$ cat config.mk
export PLATFORM = sky130hd
export DESIGN_NAME = fetch_unit_flat
export DESIGN_NICKNAME = d
export VERILOG_FILES = /design/src/rtl/fetch_unit_if.sv /design/src/rtl/fetch_unit.sv /design/src/flat_wrapper.sv
export SDC_FILE = /design/constraint.sdc
export NUM_CORES = 1
export LEC_CHECK = 0
export BUFFER_PORTS_ARGS = -buffer_cell sky130_fd_sc_hd__buf_2
export CAP_MARGIN = 10
export CORE_MARGIN = 5
export CORE_UTILIZATION = 52
export CTS_CLUSTER_DIAMETER = 150
export CTS_CLUSTER_SIZE = 12
export DETAILED_ROUTE_END_ITERATION = 16
export HOLD_SLACK_MARGIN = 0.03
export PLACE_DENSITY_LB_ADDON = 0.15
export SETUP_SLACK_MARGIN = 0.02
export SYNTH_ARGS = -nofsm -noshare
export SYNTH_HDL_FRONTEND = slang
export SYNTH_SLANG_ARGS = --single-unit
$ cat constraint.sdc
create_clock -name clk -period 3.1 [get_ports clk]
set_clock_uncertainty 0.1 [all_clocks]
set_input_delay 0.155 -clock clk [delete_from_list [all_inputs] [get_ports clk]]
set_output_delay 0.155 -clock clk [all_outputs]
set_load 0.05 [all_outputs]
$ cat src/rtl/fetch_unit_if.sv
// Fetch unit bus bundle: execute redirect, instruction-memory handshake and
// the fetch-to-decode handoff. Names carry the direction as seen by the
// fetch unit (master side).
interface fetch_unit_if #(
    parameter int XLEN     = 32,
    parameter int PC_WIDTH = 32
);
    logic                E_jmp_sel_i;
    logic [PC_WIDTH-1:0] E_nPC_i;

    logic                imem_req_o;
    logic [PC_WIDTH-1:0] imem_addr_o;
    logic                imem_gnt_i;
    logic                imem_rvalid_i;
    logic [XLEN-1:0]     imem_rdata_i;

    logic                F_valid_o;
    logic [XLEN-1:0]     F_instr_o;
    logic [PC_WIDTH-1:0] F_PC_o;
    logic [PC_WIDTH-1:0] F_nPC_o;
    logic                D_ready_i;

    modport master (
        input  E_jmp_sel_i, E_nPC_i,
        output imem_req_o, imem_addr_o,
        input  imem_gnt_i, imem_rvalid_i, imem_rdata_i,
        output F_valid_o, F_instr_o, F_PC_o, F_nPC_o,
        input  D_ready_i
    );

    modport slave (
        output E_jmp_sel_i, E_nPC_i,
        input  imem_req_o, imem_addr_o,
        output imem_gnt_i, imem_rvalid_i, imem_rdata_i,
        input  F_valid_o, F_instr_o, F_PC_o, F_nPC_o,
        output D_ready_i
    );
endinterface

$ cat src/rtl/fetch_unit.sv
// Instruction fetch unit: issues at most one outstanding instruction-memory
// request, buffers returned words in a 2-entry {PC, instr} FIFO for decode,
// and handles execute redirects by flushing and squashing wrong-path data.
module fetch_unit #(
    parameter int                  XLEN     = 32,
    parameter int                  PC_WIDTH = 32,
    parameter logic [PC_WIDTH-1:0] RESET_PC = '0
) (
    input  logic          clk,
    input  logic          rst_n,
    fetch_unit_if.master  bus
);

    typedef enum logic [1:0] {
        IDLE = 2'd0,
        REQ  = 2'd1,
        WAIT = 2'd2,
        DROP = 2'd3
    } state_t;

    state_t              state_q, state_d;
    logic [PC_WIDTH-1:0] pc_q, pc_d;
    logic [PC_WIDTH-1:0] tag_q, tag_d;
    logic [1:0]          count_q, count_d;
    logic [PC_WIDTH-1:0] fifoPc_q [2];
    logic [PC_WIDTH-1:0] fifoPc_d [2];
    logic [XLEN-1:0]     fifoInstr_q [2];
    logic [XLEN-1:0]     fifoInstr_d [2];

    logic                redirect;
    logic [PC_WIDTH-1:0] redirectPc;
    logic                issue;
    logic                granted;
    logic                headValid;
    logic                fetchValid;
    logic                push;
    logic                pop;

    assign redirect   = bus.E_jmp_sel_i;
    assign redirectPc = bus.E_nPC_i & ~PC_WIDTH'(3);
    assign issue      = (state_q == REQ) && (count_q < 2'd2);
    assign granted    = issue && bus.imem_gnt_i;
    assign headValid  = (count_q != 2'd0);
    assign fetchValid = headValid && !redirect;
    assign push       = (state_q == WAIT) && bus.imem_rvalid_i && !redirect;
    assign pop        = fetchValid && bus.D_ready_i;

    assign bus.imem_req_o  = issue;
    assign bus.imem_addr_o = pc_q;
    assign bus.F_valid_o   = fetchValid;
    assign bus.F_instr_o   = headValid ? fifoInstr_q[0] : '0;
    assign bus.F_PC_o      = headValid ? fifoPc_q[0] : '0;
    assign bus.F_nPC_o     = headValid ? (fifoPc_q[0] + PC_WIDTH'(4)) : '0;

    // Next-state for the request FSM, PC, issued-address tag and FIFO; redirect overrides all.
    always_comb begin
        state_d     = state_q;
        pc_d        = pc_q;
        tag_d       = tag_q;
        count_d     = count_q;
        fifoPc_d    = fifoPc_q;
        fifoInstr_d = fifoInstr_q;

        case (state_q)
            IDLE: state_d = REQ;
            REQ: begin
                if (redirect) begin
                    state_d = granted ? DROP : REQ;
                end else if (granted) begin
                    state_d = WAIT;
                    tag_d   = pc_q;
                    pc_d    = pc_q + PC_WIDTH'(4);
                end
            end
            WAIT: begin
                if (bus.imem_rvalid_i) begin
                    state_d = REQ;
                end else if (redirect) begin
                    state_d = DROP;
                end
            end
            DROP: begin
                if (bus.imem_rvalid_i) begin
                    state_d = REQ;
                end
            end
            default: state_d = IDLE;
        endcase

        if (redirect) begin
            pc_d    = redirectPc;
            count_d = 2'd0;
        end else begin
            case ({push, pop})
                2'b10: begin
                    if (count_q == 2'd0) begin
                        fifoPc_d[0]    = tag_q;
                        fifoInstr_d[0] = bus.imem_rdata_i;
                        count_d        = 2'd1;
                    end else if (count_q == 2'd1) begin
                        fifoPc_d[1]    = tag_q;
                        fifoInstr_d[1] = bus.imem_rdata_i;
                        count_d        = 2'd2;
                    end
                end
                2'b01: begin
                    fifoPc_d[0]    = fifoPc_q[1];
                    fifoInstr_d[0] = fifoInstr_q[1];
                    count_d        = count_q - 2'd1;
                end
                2'b11: begin
                    if (count_q == 2'd1) begin
                        fifoPc_d[0]    = tag_q;
                        fifoInstr_d[0] = bus.imem_rdata_i;
                    end else begin
                        fifoPc_d[0]    = fifoPc_q[1];
                        fifoInstr_d[0] = fifoInstr_q[1];
                        fifoPc_d[1]    = tag_q;
                        fifoInstr_d[1] = bus.imem_rdata_i;
                    end
                end
                default: ;
            endcase
        end
    end

    // State registers with asynchronous active-low reset back to the fetch start point.
    always_ff @(posedge clk or negedge rst_n) begin
        if (!rst_n) begin
            state_q        <= IDLE;
            pc_q           <= RESET_PC;
            tag_q          <= '0;
            count_q        <= 2'd0;
            fifoPc_q[0]    <= '0;
            fifoPc_q[1]    <= '0;
            fifoInstr_q[0] <= '0;
            fifoInstr_q[1] <= '0;
        end else begin
            state_q        <= state_d;
            pc_q           <= pc_d;
            tag_q          <= tag_d;
            count_q        <= count_d;
            fifoPc_q[0]    <= fifoPc_d[0];
            fifoPc_q[1]    <= fifoPc_d[1];
            fifoInstr_q[0] <= fifoInstr_d[0];
            fifoInstr_q[1] <= fifoInstr_d[1];
        end
    end

endmodule

$ cat src/flat_wrapper.sv
// flat-port wrapper written by rule: the top's interface ports become plain ports
module fetch_unit_flat 
#(
    parameter int                  XLEN     = 32,
    parameter int                  PC_WIDTH = 32,
    parameter logic [PC_WIDTH-1:0] RESET_PC = '0
)
  (clk, rst_n, bus_E_jmp_sel_i, bus_E_nPC_i, bus_imem_req_o, bus_imem_addr_o, bus_imem_gnt_i, bus_imem_rvalid_i, bus_imem_rdata_i, bus_F_valid_o, bus_F_instr_o, bus_F_PC_o, bus_F_nPC_o, bus_D_ready_i);
  fetch_unit_if #(.XLEN(XLEN), .PC_WIDTH(PC_WIDTH)) bus_i ();
  input  logic clk;
  input  logic rst_n;
  input wire logic [$bits(bus_i.E_jmp_sel_i)-1:0] bus_E_jmp_sel_i;
  input wire logic [$bits(bus_i.E_nPC_i)-1:0] bus_E_nPC_i;
  output wire logic [$bits(bus_i.imem_req_o)-1:0] bus_imem_req_o;
  output wire logic [$bits(bus_i.imem_addr_o)-1:0] bus_imem_addr_o;
  input wire logic [$bits(bus_i.imem_gnt_i)-1:0] bus_imem_gnt_i;
  input wire logic [$bits(bus_i.imem_rvalid_i)-1:0] bus_imem_rvalid_i;
  input wire logic [$bits(bus_i.imem_rdata_i)-1:0] bus_imem_rdata_i;
  output wire logic [$bits(bus_i.F_valid_o)-1:0] bus_F_valid_o;
  output wire logic [$bits(bus_i.F_instr_o)-1:0] bus_F_instr_o;
  output wire logic [$bits(bus_i.F_PC_o)-1:0] bus_F_PC_o;
  output wire logic [$bits(bus_i.F_nPC_o)-1:0] bus_F_nPC_o;
  input wire logic [$bits(bus_i.D_ready_i)-1:0] bus_D_ready_i;
  assign bus_i.E_jmp_sel_i = bus_E_jmp_sel_i;
  assign bus_i.E_nPC_i = bus_E_nPC_i;
  assign bus_imem_req_o = bus_i.imem_req_o;
  assign bus_imem_addr_o = bus_i.imem_addr_o;
  assign bus_i.imem_gnt_i = bus_imem_gnt_i;
  assign bus_i.imem_rvalid_i = bus_imem_rvalid_i;
  assign bus_i.imem_rdata_i = bus_imem_rdata_i;
  assign bus_F_valid_o = bus_i.F_valid_o;
  assign bus_F_instr_o = bus_i.F_instr_o;
  assign bus_F_PC_o = bus_i.F_PC_o;
  assign bus_F_nPC_o = bus_i.F_nPC_o;
  assign bus_i.D_ready_i = bus_D_ready_i;
  fetch_unit #(.XLEN(XLEN), .PC_WIDTH(PC_WIDTH), .RESET_PC(RESET_PC)) u_core (.clk(clk), .rst_n(rst_n), .bus(bus_i));
endmodule
==> metrics.txt <==
DIE AREA 20,600 um2; DRT antenna net count 0; CP Launch Point u_core.fifoPc_q[39]$_DFFE_PN0P_; adder-cell share of the synthesized area 0.942%; flop and latch count out of synthesis 192; most frequent cells in the layout 194 x buf_2, 192 x dfrtp_1, 103 x mux2_2, 72 x inv_1; Ys Warns 0; PwrDens 798 nW/um2; Worst-Skew Late Latency 0.43 ns; Netlist cell types 40; proportion of layout cells with a drive suffix above 1 31.9%; Vias/cell 5.68; diode count 0; outcome complete, no violations; Leak Pwr 5.89 nW; post-synthesis xor/xnor area fraction 2.07%; fmax 352 MHz; crit path kind flop to output port; Switch Pwr 3.62 mW; Port Buf Inserts 195; # setup viols final 0; r2r endpoint u_core.bus.imem_addr_o[31]$_DFFE_PN0P_; first-pass GRT wire length 37,500 um; number of global-route vias before repair 7,295; pin count of the biggest net entering global routing 98; CP max-delay cell or4_4; Hold/Removal Path Class input port to flop; most common cell after layout, fill and taps aside buf_2; Sw Share 38.4%; clock tree buffer depth 2; crit path DAT 2.58 ns; GP Congestion 0.831; Final HPWL DP 14,900 um; sequential area share after synthesis 51.7%; routed vias 7,544; Sum Neg Setup Slack 0 ns; Worst Path Required 2.84 ns; Critical Path Max Stage Delay 0.62 ns; Relative slew margins 47.5%; Seq pwr share 42.3%; delay-heaviest family, CP simple AND/OR/NAND/NOR gates; Slew Viols, Final 0; largest fanout on the critical path 13; Die Width 144 um; nets 1,168; post-synthesis cell count 861; CTS Buf Count 17; hold-critical path depth 3; Global Route Usage Sum 22.7%; Critical Path Stages 5; Worst Min Path Start bus_imem_rvalid_i; largest family of logic cells by synthesized area simple AND/OR/NAND/NOR gates; minimum clock period after layout 2.84 ns; # IOs 200; Worst Slack Setup Final 0.263 ns; TritonCTS sink count 192; First-pass DRT Iterations 7; Pint 5.80 mW; Root Driver clkbuf_16; Setup WS pre-CTS 0.403 ns; startpoint types flop; Final Routed Wirelength 23,100 um; synthesized area per cell 10.8 um2; worst r2r path cells 6; clock power share 25.2%; synthesized cell area 9300 um2; fraction of synthesized area in multiplexers 13.7%; Setup crit end kind output port; GRT overflow 0; # Post-CTS Setup Buffers 0; Tcrit/Tclk final 91.5%; htree depth 4; DRC viols 0; Starting Density 53.4%; r2r startpoint u_core.state_q[1]$_DFFE_PN0P_; routed len/inst 17.4 um; Worst Max-Slew Pin Slew 0.788 ns; CTS tree yes; RSZ-0062 raised after global routing no; site row count 48; Max Cap Viol 0; R2R Setup Slk 0.40 ns; FILL cells 1,324; Critical Path Sink bus_F_nPC_o[27]; Post-Synth Simple-Gate Area 14.7%; Logic pwr share 32.5%; CP Cell Sequence nand4_1 -> or4_4 -> nor4_1 -> mux2_2 -> buf_2; Reg clk slew, reported paths 0.07 ns; Synth Area in Compound Gates 11.2%; endpoints failing hold 0; Max IR drop VDD 0.498 mV; CP Buf/Inv Count 1; area grow syn2layout 26.9%; initial antenna violation count 0; core area 17,400 um2; die height 144 um; initial drt markers 663
-- worst min-delay path: cells and delay by family --
kind	cells	cell delay (ns)
AOI/OAI and AO/OA	1	0.13
muxes	1	0.13
buffers and inverters	1	0.14
-- state kept, by name, summed over array words and instances, names as in the netlist --
| signal | count |
|---|---|
| u_core.bus.imem_addr_o | 30 |
| u_core.fifoInstr_q | 64 |
| u_core.fifoPc_q | 64 |
| u_core.count_q | 2 |
| u_core.tag_q | 30 |
| u_core.state_q | 2 |
-- through the flow --
stage                     power, mW  cells  util (%)  area (um2)  hold slack (ns)
after global routing           9.96   1329      67.8       11800           0.0971
after CTS                      9.47   1329      67.7       11800           0.0444
final                          9.42   1329      67.8       11800           0.0673
after global placement         6.91   1233      60.3       10500            0.188
after detailed placement       7.01   1233      60.3       10500            0.189
after floorplan                6.10    862         -        9300           -0.241
-- timing repair --
item | in CTS | in global routing
hold buffers | 64 | 0
endpoints found under the setup margin | 0 | 3
gates resized for setup | 0 | 2
endpoints found under the hold margin | 191 | 0
-- power groups by stage --
stage | registers, mW | logic [mW] | clock network [mW]
floorplan | 3.86 | 2.24 | 0
global placement | 3.96 | 2.95 | 0
detailed placement | 4.00 | 3.00 | 0
CTS | 3.96 | 3.08 | 2.43
global route | 4.08 | 3.35 | 2.53
finish | 3.98 | 3.06 | 2.37
-- cell families (layout without fill, tap and decap cells) --
family	count (synthesis)	after routing
simple gates	253	253
flops	192	192
compound gates	138	138
buf+inv	134	376
mux	114	114
xor+xnor	22	22
fa+ha+maj	7	7
other cells	1	2
-- final cells by class --
class | instances | area [um2] | share of cell area (%)
Sequential cell | 192 | 4800 | 40.7
Multi-Input combinational cell | 536 | 4010 | 34.0
Timing Repair Buffer | 271 | 1780 | 15.1
Clock buffer | 17 | 425 | 3.61
Tap cell | 225 | 282 | 2.39
Inverter | 73 | 274 | 2.32
Clock inverter | 15 | 223 | 1.89
-- per-layer routing --
layer,up-vias,wire (um),GRT usage (%)
met2,296,10200,33.7
met1,3631,10900,34.4
li1,3593,-,-
met5,-,0,0
met4,0,260,5.65
met3,24,1770,4.66
-- Yosys cell counts (all sizes together) --
| library cell | instances | area, um2 |
|---|---|---|
| nor2b | 64 | 400 |
| a222oi | 56 | 561 |
| or3 | 12 | 75.1 |
| or4 | 17 | 128 |
| nand4b | 1 | 8.76 |
| and3 | 6 | 37.5 |
| nor3 | 15 | 75.1 |
| inv | 72 | 270 |
| xor2 | 9 | 78.8 |
| dfrtp | 192 | 4800 |
| a211oi | 2 | 15.0 |
| conb | 1 | 3.75 |
| and4 | 5 | 43.8 |
| nand3b | 1 | 20.0 |
| nor2 | 46 | 173 |
| mux2i | 11 | 110 |
| o211ai | 1 | 7.51 |
| a21oi | 14 | 70.1 |
| ha | 7 | 87.6 |
| and2 | 2 | 12.5 |
| o31a | 2 | 17.5 |
| nand4 | 10 | 62.6 |
| buf | 16 | 78.8 |
| clkbuf | 45 | 169 |
| o31ai | 12 | 90.1 |
| clkinv | 1 | 3.75 |
| xnor2 | 13 | 114 |
| a22o | 2 | 17.5 |
| mux2 | 103 | 1160 |
| nand2 | 40 | 150 |
| or2 | 2 | 12.5 |
| o21ai | 32 | 160 |
| o22ai | 1 | 6.26 |
| nor4 | 7 | 43.8 |
| nand3 | 23 | 115 |
| a31oi | 16 | 100 |
| nand2b | 2 | 12.5 |
-- how the worst min path moves through the flow --
stage	to	slack [ns]
after floorplan	u_core.bus.imem_addr_o[10]$_DFFE_PN0P_	-0.24
after global placement	u_core.bus.imem_addr_o[6]$_DFFE_PN0P_	0.19
after detailed placement	u_core.bus.imem_addr_o[6]$_DFFE_PN0P_	0.19
after CTS	u_core.state_q[0]$_DFFE_PN0P_	0.04
after global routing	u_core.state_q[0]$_DFFE_PN0P_	0.1
final	u_core.state_q[0]$_DFFE_PN0P_	0.07
(Power assumes the default switching activity.)
